`config.mk`:
```
export PLATFORM = sky130hd
export DESIGN_NAME = rx_cmd_ctrl_p_flat
export DESIGN_NICKNAME = d
export VERILOG_FILES = /design/src/rtl/rx_cmd_ctrl_p_if.sv /design/src/rtl/rx_cmd_ctrl_p.sv /design/src/flat_wrapper.sv
export SDC_FILE = /design/constraint.sdc
export NUM_CORES = 2
export LEC_CHECK = 0
export ABC_AREA = 1
export ABC_CLOCK_PERIOD_IN_PS = 17600
export CORE_ASPECT_RATIO = 1.2
export CORE_MARGIN = 4
export CORE_UTILIZATION = 45
export DETAILED_ROUTE_END_ITERATION = 8
export DONT_BUFFER_PORTS = 1
export PLACE_DENSITY = 0.64
export SYNTH_ARGS = -nofsm -noshare
export SYNTH_HDL_FRONTEND = slang
export SYNTH_SLANG_ARGS = --single-unit
```
`constraint.sdc`:
```
create_clock -name clk -period 17.6 [get_ports clk]
set_input_delay 3.52 -clock clk [delete_from_list [all_inputs] [get_ports clk]]
set_output_delay 3.52 -clock clk [all_outputs]
set_load 0.005 [all_outputs]
```
`src/rtl/rx_cmd_ctrl_p_if.sv`:
```
`default_nettype none
// ============================================================================
//  Module   : rx_cmd_ctrl_p_if
//  Purpose  : Bundles the settings bus, timing/DDC inputs, DDC gating outputs
//             and the error AXI-stream of rx_cmd_ctrl_p into one interface.
//  Modports : slave  - controller side (consumes settings, drives run/eob/err)
//             master - environment side (drives settings, consumes outputs)
//  Signals  : clear, set_stb, set_addr[7:0], set_data[31:0], vita_time[63:0],
//             strobe, full, seqnum[11:0], sid[31:0], err_tready   (to ctrl)
//             run, eob, err_tdata[63:0], err_tlast, err_tvalid, state[2:0],
//             cmd_occupied[CMD_FIFO_LG:0]                        (from ctrl)
//  Revision : 1.0 - initial release
// ============================================================================
interface rx_cmd_ctrl_p_if #(
    parameter int CMD_FIFO_LG = 5
);
    logic                   clear;
    logic                   set_stb;
    logic [7:0]             set_addr;
    logic [31:0]            set_data;
    logic [63:0]            vita_time;
    logic                   strobe;
    logic                   full;
    logic [11:0]            seqnum;
    logic [31:0]            sid;
    logic                   run;
    logic                   eob;
    logic [63:0]            err_tdata;
    logic                   err_tlast;
    logic                   err_tvalid;
    logic                   err_tready;
    logic [2:0]             state;
    logic [CMD_FIFO_LG:0]   cmd_occupied;

    modport slave (
        input  clear, set_stb, set_addr, set_data, vita_time, strobe, full,
               seqnum, sid, err_tready,
        output run, eob, err_tdata, err_tlast, err_tvalid, state, cmd_occupied
    );

    modport master (
        output clear, set_stb, set_addr, set_data, vita_time, strobe, full,
               seqnum, sid, err_tready,
        input  run, eob, err_tdata, err_tlast, err_tvalid, state, cmd_occupied
    );
endinterface
`default_nettype wire

```
`src/rtl/rx_cmd_ctrl_p.sv`:
```
`default_nettype none
// ============================================================================
//  Module   : rx_cmd_ctrl_p
//  Purpose  : RX streaming command controller. Queues timed/immediate stream
//             commands written over the settings bus, gates the DDC run/eob,
//             supports chain/reload and HALT, and reports overrun, broken
//             chain, late command and command-FIFO overflow as 3-beat error
//             packets on an AXI-stream.
//  Ports    : clk      - clock
//             reset_n  - asynchronous active-low reset
//             bus      - rx_cmd_ctrl_p_if.slave (settings, timing, DDC, error
//                        stream, debug state and FIFO occupancy)
//  Revision : 1.0 - initial release
// ============================================================================
module rx_cmd_ctrl_p #(
    parameter int BASE        = 0,
    parameter int LINES_W     = 28,
    parameter int CMD_FIFO_LG = 5,
    parameter int LATE_RUN    = 0
) (
    input  logic            clk,
    input  logic            reset_n,
    rx_cmd_ctrl_p_if.slave  bus
);

    // FIFO entry layout: {send_imm, chain, reload, stop, numlines, time[63:0]}
    localparam int                   c_ent_w   = 4 + LINES_W + 64;
    localparam int unsigned          c_depth_i = 2 ** CMD_FIFO_LG;
    localparam logic [CMD_FIFO_LG:0] c_depth   = c_depth_i[CMD_FIFO_LG:0];
    localparam logic [7:0]           c_addr_cmd  = 8'(BASE);
    localparam logic [7:0]           c_addr_thi  = 8'(BASE + 1);
    localparam logic [7:0]           c_addr_tlo  = 8'(BASE + 2);
    localparam logic [7:0]           c_addr_halt = 8'(BASE + 3);
    localparam logic [31:0]          c_code_late  = 32'h0000_0002;
    localparam logic [31:0]          c_code_chain = 32'h0000_0004;
    localparam logic [31:0]          c_code_ovr   = 32'h0000_0008;
    localparam logic [31:0]          c_code_ovf   = 32'h0000_0010;
    localparam logic [LINES_W-1:0]   c_line_one   = LINES_W'(1);
    localparam logic [CMD_FIFO_LG-1:0] c_ptr_one  = CMD_FIFO_LG'(1);

    typedef enum logic [2:0] {
        S_IDLE     = 3'd0,
        S_RUNNING  = 3'd1,
        S_ERR_HDR  = 3'd2,
        S_ERR_TIME = 3'd3,
        S_ERR_DATA = 3'd4
    } state_t;

    state_t                 r_state;
    state_t                 w_state_nxt;

    logic [31:0]            r_cmd_word;
    logic [31:0]            r_time_hi;
    logic [c_ent_w-1:0]     r_mem [c_depth_i];
    logic [CMD_FIFO_LG-1:0] r_wr_ptr;
    logic [CMD_FIFO_LG-1:0] r_rd_ptr;
    logic [CMD_FIFO_LG:0]   r_count;
    logic                   r_halt;
    logic                   r_ovf;
    logic [LINES_W-1:0]     r_lines_left;
    logic [LINES_W-1:0]     r_repeat;
    logic                   r_chain;
    logic                   r_reload;
    logic [31:0]            r_err_code;
    logic [63:0]            r_err_time;
    logic [63:0]            r_tdata;
    logic                   r_tvalid;
    logic                   r_tlast;

    // ------------------------------------------------------------------
    // Settings decode
    // ------------------------------------------------------------------
    logic w_wr_cmd, w_wr_thi, w_push_req, w_halt_wr;
    assign w_wr_cmd   = bus.set_stb & (bus.set_addr == c_addr_cmd);
    assign w_wr_thi   = bus.set_stb & (bus.set_addr == c_addr_thi);
    assign w_push_req = bus.set_stb & (bus.set_addr == c_addr_tlo);
    assign w_halt_wr  = bus.set_stb & (bus.set_addr == c_addr_halt);

    logic [c_ent_w-1:0] w_new_entry;
    assign w_new_entry = {r_cmd_word[31:28], r_cmd_word[LINES_W-1:0],
                          r_time_hi, bus.set_data};

    // ------------------------------------------------------------------
    // Head of command FIFO and time comparison
    // ------------------------------------------------------------------
    logic [c_ent_w-1:0] w_head;
    logic               w_head_valid;
    logic [63:0]        w_head_time;
    logic [LINES_W-1:0] w_head_lines;
    logic               w_head_stop, w_head_reload, w_head_chain, w_head_imm;
    logic               w_now, w_late;

    assign w_head        = r_mem[r_rd_ptr];
    assign w_head_valid  = (r_count != '0);
    assign w_head_time   = w_head[63:0];
    assign w_head_lines  = w_head[64 +: LINES_W];
    assign w_head_stop   = w_head[64 + LINES_W];
    assign w_head_reload = w_head[65 + LINES_W];
    assign w_head_chain  = w_head[66 + LINES_W];
    assign w_head_imm    = w_head[67 + LINES_W];
    assign w_now         = (w_head_time == bus.vita_time);
    assign w_late        = (bus.vita_time > w_head_time);

    // A halt written in the same cycle as the last line already takes effect.
    logic w_halt;
    assign w_halt = r_halt | w_halt_wr;

    logic w_late_err, w_go;
    assign w_late_err = w_late & ~w_head_imm & (LATE_RUN == 0);
    assign w_go       = w_now | w_head_imm | (w_late & (LATE_RUN != 0));

    // ------------------------------------------------------------------
    // FSM next state and control strobes
    // ------------------------------------------------------------------
    logic        w_pop, w_flush, w_halt_clr, w_ovf_clr;
    logic        w_load, w_rep, w_dec, w_code_ld;
    logic [31:0] w_code_val;

    always_comb begin
        w_state_nxt = r_state;
        w_pop       = 1'b0;
        w_flush     = 1'b0;
        w_halt_clr  = 1'b0;
        w_ovf_clr   = 1'b0;
        w_load      = 1'b0;
        w_rep       = 1'b0;
        w_dec       = 1'b0;
        w_code_ld   = 1'b0;
        w_code_val  = '0;
        case (r_state)
            S_IDLE: begin
                if (r_ovf) begin
                    w_state_nxt = S_ERR_HDR;
                    w_code_ld   = 1'b1;
                    w_code_val  = c_code_ovf;
                    w_ovf_clr   = 1'b1;
                end else if (w_halt) begin
                    w_flush    = 1'b1;
                    w_halt_clr = 1'b1;
                end else if (w_head_valid) begin
                    if (w_head_stop) begin
                        w_pop = 1'b1;
                    end else if (w_late_err || w_go) begin
                        w_pop = 1'b1;
                        // Zero-length commands are silently discarded.
                        if (w_head_lines == '0) begin
                            w_state_nxt = S_IDLE;
                        end else if (w_late_err) begin
                            w_state_nxt = S_ERR_HDR;
                            w_code_ld   = 1'b1;
                            w_code_val  = c_code_late;
                        end else begin
                            w_state_nxt = S_RUNNING;
                            w_load      = 1'b1;
                        end
                    end
                end
            end
            S_RUNNING: begin
                if (bus.strobe) begin
                    if (bus.full) begin
                        w_state_nxt = S_ERR_HDR;
                        w_code_ld   = 1'b1;
                        w_code_val  = c_code_ovr;
                    end else if (r_lines_left > c_line_one) begin
                        w_dec = 1'b1;
                    end else if (w_halt) begin
                        w_state_nxt = S_IDLE;
                        w_flush     = 1'b1;
                        w_halt_clr  = 1'b1;
                    end else if (r_chain && w_head_valid) begin
                        w_pop = 1'b1;
                        if (w_head_stop || (w_head_lines == '0)) begin
                            w_state_nxt = S_IDLE;
                        end else begin
                            w_load = 1'b1;
                        end
                    end else if (r_chain && r_reload) begin
                        w_rep = 1'b1;
                    end else if (r_chain) begin
                        w_state_nxt = S_ERR_HDR;
                        w_code_ld   = 1'b1;
                        w_code_val  = c_code_chain;
                    end else begin
                        w_state_nxt = S_IDLE;
                    end
                end
            end
            S_ERR_HDR: begin
                if (bus.err_tready) w_state_nxt = S_ERR_TIME;
            end
            S_ERR_TIME: begin
                if (bus.err_tready) w_state_nxt = S_ERR_DATA;
            end
            S_ERR_DATA: begin
                if (bus.err_tready) w_state_nxt = S_IDLE;
            end
            default: w_state_nxt = S_IDLE;
        endcase
    end

    // ------------------------------------------------------------------
    // Command FIFO. A pop in the same cycle frees room for a push on a full
    // FIFO; a flush keeps a push arriving in that same cycle.
    // ------------------------------------------------------------------
    logic w_push_ok, w_wr_en;
    assign w_push_ok = w_push_req & ((r_count != c_depth) | w_pop);
    assign w_wr_en   = w_push_req & (w_push_ok | w_flush) & ~bus.clear;

    always_ff @(posedge clk) begin
        if (w_wr_en) r_mem[r_wr_ptr] <= w_new_entry;
    end

    always_ff @(posedge clk or negedge reset_n) begin
        if (!reset_n) begin
            r_wr_ptr <= '0;
            r_rd_ptr <= '0;
            r_count  <= '0;
        end else if (bus.clear) begin
            r_wr_ptr <= '0;
            r_rd_ptr <= '0;
            r_count  <= '0;
        end else if (w_flush) begin
            r_rd_ptr <= r_wr_ptr;
            if (w_push_req) begin
                r_wr_ptr <= r_wr_ptr + c_ptr_one;
                r_count  <= (CMD_FIFO_LG+1)'(1);
            end else begin
                r_count  <= '0;
            end
        end else begin
            if (w_push_ok) r_wr_ptr <= r_wr_ptr + c_ptr_one;
            if (w_pop)     r_rd_ptr <= r_rd_ptr + c_ptr_one;
            r_count <= r_count + {{CMD_FIFO_LG{1'b0}}, w_push_ok}
                               - {{CMD_FIFO_LG{1'b0}}, w_pop};
        end
    end

    // ------------------------------------------------------------------
    // Settings registers and pending flags
    // ------------------------------------------------------------------
    always_ff @(posedge clk or negedge reset_n) begin
        if (!reset_n) begin
            r_cmd_word <= '0;
            r_time_hi  <= '0;
        end else begin
            if (w_wr_cmd) r_cmd_word <= bus.set_data;
            if (w_wr_thi) r_time_hi  <= bus.set_data;
        end
    end

    always_ff @(posedge clk or negedge reset_n) begin
        if (!reset_n) begin
            r_halt <= 1'b0;
            r_ovf  <= 1'b0;
        end else if (bus.clear) begin
            r_halt <= 1'b0;
            r_ovf  <= 1'b0;
        end else begin
            if (w_halt_clr)     r_halt <= 1'b0;
            else if (w_halt_wr) r_halt <= 1'b1;
            // A new overflow outranks consumption of an older one.
            if (w_push_req && !w_push_ok && !w_flush) r_ovf <= 1'b1;
            else if (w_ovf_clr)                       r_ovf <= 1'b0;
        end
    end

    // ------------------------------------------------------------------
    // State, burst counters, error capture and registered stream outputs
    // ------------------------------------------------------------------
    always_ff @(posedge clk or negedge reset_n) begin
        if (!reset_n) begin
            r_state      <= S_IDLE;
            r_lines_left <= '0;
            r_repeat     <= '0;
            r_chain      <= 1'b0;
            r_reload     <= 1'b0;
            r_err_code   <= '0;
            r_err_time   <= '0;
            r_tdata      <= '0;
            r_tvalid     <= 1'b0;
            r_tlast      <= 1'b0;
        end else if (bus.clear) begin
            r_state      <= S_IDLE;
            r_lines_left <= '0;
            r_repeat     <= '0;
            r_chain      <= 1'b0;
            r_reload     <= 1'b0;
            r_tdata      <= '0;
            r_tvalid     <= 1'b0;
            r_tlast      <= 1'b0;
        end else begin
            r_state <= w_state_nxt;
            if (w_load) begin
                r_lines_left <= w_head_lines;
                r_repeat     <= w_head_lines;
                r_chain      <= w_head_chain;
                r_reload     <= w_head_reload;
            end else if (w_rep) begin
                r_lines_left <= r_repeat;
            end else if (w_dec) begin
                r_lines_left <= r_lines_left - c_line_one;
            end
            if (w_code_ld) begin
                r_err_code <= w_code_val;
                r_err_time <= bus.vita_time;
            end
            r_tvalid <= (w_state_nxt == S_ERR_HDR) || (w_state_nxt == S_ERR_TIME)
                     || (w_state_nxt == S_ERR_DATA);
            r_tlast  <= (w_state_nxt == S_ERR_DATA);
            // Beat data is only loaded on a state change so it stays stable
            // while the consumer stalls.
            if (w_state_nxt != r_state) begin
                case (w_state_nxt)
                    S_ERR_HDR:  r_tdata <= {4'hA, bus.seqnum, 16'd24, bus.sid};
                    S_ERR_TIME: r_tdata <= r_err_time;
                    S_ERR_DATA: r_tdata <= {r_err_code, 32'd0};
                    default:    r_tdata <= '0;
                endcase
            end
        end
    end

    logic w_run;
    assign w_run = (r_state == S_RUNNING);

    assign bus.run          = w_run;
    assign bus.eob          = bus.strobe & w_run & (r_lines_left == c_line_one) & ~bus.full
                            & (w_halt | ~r_chain | (w_head_valid & w_head_stop)
                               | (~w_head_valid & ~r_reload));
    assign bus.err_tdata    = r_tdata;
    assign bus.err_tvalid   = r_tvalid;
    assign bus.err_tlast    = r_tlast;
    assign bus.state        = r_state;
    assign bus.cmd_occupied = r_count;

endmodule
`default_nettype wire
```
`src/flat_wrapper.sv`:
```
// flat-port wrapper written by rule: the top's interface ports become plain ports
module rx_cmd_ctrl_p_flat 
#(
    parameter int BASE        = 0,
    parameter int LINES_W     = 28,
    parameter int CMD_FIFO_LG = 5,
    parameter int LATE_RUN    = 0
)
  (clk, reset_n, bus_clear, bus_set_stb, bus_set_addr, bus_set_data, bus_vita_time, bus_strobe, bus_full, bus_seqnum, bus_sid, bus_err_tready, bus_run, bus_eob, bus_err_tdata, bus_err_tlast, bus_err_tvalid, bus_state, bus_cmd_occupied);
  rx_cmd_ctrl_p_if #(.CMD_FIFO_LG(CMD_FIFO_LG)) bus_i ();
  input  logic clk;
  input  logic reset_n;
  input wire logic [$bits(bus_i.clear)-1:0] bus_clear;
  input wire logic [$bits(bus_i.set_stb)-1:0] bus_set_stb;
  input wire logic [$bits(bus_i.set_addr)-1:0] bus_set_addr;
  input wire logic [$bits(bus_i.set_data)-1:0] bus_set_data;
  input wire logic [$bits(bus_i.vita_time)-1:0] bus_vita_time;
  input wire logic [$bits(bus_i.strobe)-1:0] bus_strobe;
  input wire logic [$bits(bus_i.full)-1:0] bus_full;
  input wire logic [$bits(bus_i.seqnum)-1:0] bus_seqnum;
  input wire logic [$bits(bus_i.sid)-1:0] bus_sid;
  input wire logic [$bits(bus_i.err_tready)-1:0] bus_err_tready;
  output wire logic [$bits(bus_i.run)-1:0] bus_run;
  output wire logic [$bits(bus_i.eob)-1:0] bus_eob;
  output wire logic [$bits(bus_i.err_tdata)-1:0] bus_err_tdata;
  output wire logic [$bits(bus_i.err_tlast)-1:0] bus_err_tlast;
  output wire logic [$bits(bus_i.err_tvalid)-1:0] bus_err_tvalid;
  output wire logic [$bits(bus_i.state)-1:0] bus_state;
  output wire logic [$bits(bus_i.cmd_occupied)-1:0] bus_cmd_occupied;
  assign bus_i.clear = bus_clear;
  assign bus_i.set_stb = bus_set_stb;
  assign bus_i.set_addr = bus_set_addr;
  assign bus_i.set_data = bus_set_data;
  assign bus_i.vita_time = bus_vita_time;
  assign bus_i.strobe = bus_strobe;
  assign bus_i.full = bus_full;
  assign bus_i.seqnum = bus_seqnum;
  assign bus_i.sid = bus_sid;
  assign bus_i.err_tready = bus_err_tready;
  assign bus_run = bus_i.run;
  assign bus_eob = bus_i.eob;
  assign bus_err_tdata = bus_i.err_tdata;
  assign bus_err_tlast = bus_i.err_tlast;
  assign bus_err_tvalid = bus_i.err_tvalid;
  assign bus_state = bus_i.state;
  assign bus_cmd_occupied = bus_i.cmd_occupied;
  rx_cmd_ctrl_p #(.BASE(BASE), .LINES_W(LINES_W), .CMD_FIFO_LG(CMD_FIFO_LG), .LATE_RUN(LATE_RUN)) u_core (.clk(clk), .reset_n(reset_n), .bus(bus_i));
endmodule
```
==> results <==
- The count of flip-flops with a built-in enable after synthesis is 3072.
- For flop-to-flop paths, the worst setup slack is 6.82 ns.
- On the final layout, the worst clock skew is 0.0859 ns.
- The worst register-to-register path ends at u_core.r_mem[0][20].
- The number of rows created at floorplan is 220.
- The via count of the first global-routing pass came to 86900.
- The logic depth of the worst register-to-register path is 23.
- The final-report hold violation count is 0.
- Leaving out fill and tap cells, the most frequent cell in the layout is edfxtp_1.
- The initial utilization of the core area, before any placement, comes to 45.2%.
- Sequential cells burn 41.2% of the power.
- The worst relative slew slack is -0.105%.
- Once detail routing completed, the nets flagged for antenna violations numbered 0.
- The level count of the clock H-tree is 5.
- For the worst setup path, the data arrival time is 11.29 ns.
- At the end of routability-driven placement, the weighted congestion stood at 0.910.
- The sum of routed wire length over all layers is 422000 um.
- Net switching is 33.8% of the power.
- The startpoint identified for the worst hold timing path is u_core.r_repeat[3].
- The largest fanout on the critical path is 174.
- For this run, the leading register cell type out of synthesis is edfxtp_1.
- The largest stage delay on the critical path is 0.99 ns.
- For the pin with the worst max-slew slack, the measured transition is 1.49 ns.
- After floorplanning, the core was sized to cover 299000 um2.
- Combinational cells account for 26.3% of the total power.
- The later pin in the worst-skew pair is clocked with a latency of 0.93 ns.
- Max-cap violations in this run came to 1.
- The netlist uses 51 different library cells.
- Counting instances, the worst hold path has a depth of 1.
- The detailed router finished its first iteration with 13500 violations.
- The flow ran to the end, but the final reports show violations.
- The post-synthesis cell count is 10900.
- Clock tree synthesis found a total of 3349 sinks.
- After detailed routing, the number of vias per cell comes to 6.12.
- After detailed placement, the design holds a cell count of 14300.
- The total of warnings raised by yosys is 0.
- The number of setup violations in the final report is 0.
- The first-pass detailed-route iteration total is 8.
- From left edge to right edge, the die measures 509 um.
- The part of the Yosys area used for sequential elements is 73.3%.
- The number of standard cells in the final layout excluding fillers is 14900.
- In the synthesized netlist the async set-or-reset flop fraction comes to 8.27%.
- The library cells used most frequently in the layout, excluding fill and tap cells, are 3072 x edfxtp_1, 1503 x o21ai_0, 1495 x nand2_1, 1457 x nor2_1, 702 x nand3_1.
- The number of resized instances in the post-cts repair step is 0.
- The overall overflow remaining after global route is 0.
- The maximum clock rate is 0.0927 GHz.
- The synthesized area is 135000 um2.
- The average routed wire per standard cell is 28.3 um.
- A synthesized cell averages 12.5 um2.
- The area growth from synthesis to layout is 10.9%.
- The hold buffer count at cts is 0.
- The internal power of the cells is 0.0147 W.
- The total count of max-transition violations in the final report is 1.
- The post-CTS setup buffer count is 0.
- The fraction of power consumed by the clock network is 32.5%.
- The worst ir drop on vdd is 0.103 mV.
- The type of the setup path with the least slack is register to register.
- STA puts the critical path data required time at 18.10 ns.
- Counting along the longest clock path gives a buffer depth of 4.
- Detailed placement finished with a half-perimeter wire length of 217000 um.
- The TritonCTS clock tree is done.
- During placement, the flow inserted port buffers numbering 0.
- The net switching component of the power is 0.00748 W.
- For this design, the slowest cell found on the critical path is dfrtp_4.
- STA classifies the critical path endpoint as a register.
- The floorplan step defined a die boundary enclosing 310000 um2.
- The count of boundary I/O pins is 232.
- The signal on the critical path passes through buf_4 > buf_12 > buf_12 > o21ai_0 > o22ai_1 > nor2_1 > o311ai_0 > o21ai_0 > ha_1 > nand4_1 > nor2_1 > nand3_1 > nor3_1 > nor2_1 > inv_1 > o31ai_1 > nand2_1 > inv_1 > nand4_2 > nand4_1 > nor2_4 > buf_4 > buf_4.
- Power spread over the standard cell area amounts to 148 nW/um2.
- The number of nets produced by synthesis is 11100.
- The final critical path takes up 61.3% of the cycle.
- The detailed-route DRC error count is 0.
- The total clock buffers created by CTS is 345.
- Cells with a size suffix above 1 make up 7.13% of the layout.
- The final critical path time including I/O delays and setup is 10.78 ns.
- The final reports fail on max-capacitance violations, max-slew violations.
- The root cell of the clock tree is clkbuf_16.
- Across every metal layer, demand over resource in global routing totals 26.4%.
- The static leakage is 52.1 nW.
- The first global-routing pass estimated 607000 um of wire.
- Entering global routing, the biggest net connects 278 pins.
- In this run the critical register-to-register path is launched from u_core.r_rd_ptr[0].
- Setup repair after global routing left no endpoint under its margin.
- The number of antenna violations at the first check in global routing was 48.
- The flip-flop and latch count after synthesis is 3349.
- The via count is 91400.
- The clock transition time at the flip-flop clock pins of the worst setup and hold paths is 0.06 ns.
- The count of nets after finishing is 10900.
- The type of the worst min-delay path is register to register.
- The floorplan step set the die height to 609 um.
- The terminating pin of the worst hold path is u_core.r_repeat[3].
- After filler insertion, the fill cell instance count of the layout stands at 25300.
- STA classifies the critical path startpoint as a register.
- Adding up every negative setup slack in the final design gives 0 ns.
[metrics by stage]
step	power [W]	hold slack, ns	worst slack, ns	util [%]	area, um2
finish	0.0221	0.488	6.82	50.2	150000
global route	0.0231	0.504	6.55	50.1	150000
CTS	0.0221	0.491	7.03	50.1	150000
detailed placement	0.0150	0.477	7.10	46.4	139000
global placement	0.0149	0.470	7.27	46.4	139000
floorplan	0.0132	0.452	7.82	-	135000
[layout make-up]
type                    count  area, um2  share of cell area [%]
clock inverters           169       1590                    1.06
diodes                     56        140                  0.0934
repair buffers            168       1570                    1.05
flip-flops and latches   3349      99200                    66.1
well taps                3996       5000                    3.33
clock buffers             450       9460                    6.31
inverters                 248        975                   0.650
multi-input cells        6503      32100                    21.4
[critical path: cells and delay by family (launching register included)]
| kind | cells | cell delay, ns |
|---|---|---|
| buffers and inverters | 7 | 3.54 |
| flip-flops | 1 | 0.99 |
| AO/OA/AOI/OAI | 5 | 1.48 |
| adder cells (fa/ha/maj) | 1 | 0.48 |
| AND/OR/NAND/NOR | 10 | 3.16 |
[cells by family (layout without fill, tap and decap cells)]
kind of cell,count (synthesis),after routing,share of synthesized area (%)
simple gates,3864,3864,11.7
flops,3349,3349,73.3
compound gates,2470,2470,10.4
buf+inv,1003,1035,3.19
fa+ha+maj,81,81,0.755
mux,62,62,0.513
xor+xnor,26,26,0.168
other cells,0,56,0
[flip-flops by register name (all words and copies together), names as in the netlist]
register / cells
u_core.r_mem: 3072
u_core.bus.err_tdata: 64
u_core.r_err_time: 64
u_core.r_cmd_word: 32
u_core.r_time_hi: 32
u_core.r_lines_left: 28
u_core.r_repeat: 28
u_core.bus.cmd_occupied: 6
u_core.r_rd_ptr: 5
u_core.r_wr_ptr: 5
u_core.r_err_code: 4
u_core.bus.state: 3
u_core.bus.err_tlast: 1
u_core.bus.err_tvalid: 1
u_core.r_chain: 1
u_core.r_halt: 1
u_core.r_ovf: 1
u_core.r_reload: 1
[synthesized netlist by cell type (5+ instances only)]
| master | instances | share of area (%) |
|---|---|---|
| edfxtp_1 | 3072 | 68 |
| o21ai_0 | 1510 | 5.6 |
| nand2_1 | 1498 | 4.2 |
| nor2_1 | 1489 | 4.1 |
| nand3_1 | 703 | 2.6 |
| clkbuf_1 | 473 | 1.3 |
| o22ai_1 | 473 | 2.2 |
| dfrtp_1 | 277 | 5.1 |
| inv_1 | 240 | 0.67 |
| buf_2 | 191 | 0.71 |
| o211ai_1 | 145 | 0.80 |
| o221ai_1 | 134 | 0.87 |
| nand4_1 | 133 | 0.61 |
| a21oi_1 | 100 | 0.37 |
| ha_1 | 80 | 0.74 |
| mux2_2 | 49 | 0.41 |
| buf_1 | 39 | 0.11 |
| buf_6 | 32 | 0.27 |
| o21ai_1 | 32 | 0.12 |
| o21a_1 | 29 | 0.16 |
| xor2_1 | 25 | 0.16 |
| nor3_1 | 21 | 0.078 |
| buf_4 | 20 | 0.11 |
| o311ai_0 | 14 | 0.091 |
| a31oi_1 | 10 | 0.046 |
| mux2_1 | 10 | 0.083 |
| o32ai_1 | 9 | 0.058 |
| o31ai_1 | 5 | 0.028 |
[power by group through the flow]
stage / Sequential (W) / Combinational, W / Clock [W]
detailed placement: 0.00928 / 0.00570 / 0
floorplan: 0.00915 / 0.00403 / 0
global route: 0.00914 / 0.00632 / 0.00760
CTS: 0.00912 / 0.00572 / 0.00725
global placement: 0.00927 / 0.00560 / 0
finish: 0.00912 / 0.00582 / 0.00721
[worst max path at each step]
stage	start	to	slack, ns
after floorplan	bus_vita_time[63]	u_core.r_mem[0][0]	7.82
after global placement	u_core.r_rd_ptr[0]	u_core.r_mem[0][29]	7.27
after detailed placement	u_core.r_rd_ptr[0]	u_core.r_mem[30][73]	7.10
after CTS	u_core.r_rd_ptr[0]	u_core.r_mem[0][29]	7.03
after global routing	u_core.r_rd_ptr[0]	u_core.r_mem[0][20]	6.55
final	u_core.r_rd_ptr[0]	u_core.r_mem[0][20]	6.82
[layer usage]
layer,track usage [%],share of wire [%],up-vias
met4,13.4,5.6,24
met2,41.6,46,5441
li1,-,-,39300
met1,35.2,38,45600
met3,4.94,9.9,1021
met5,0,0.034,-
Note: power is estimated with default switching activity, not from simulation.
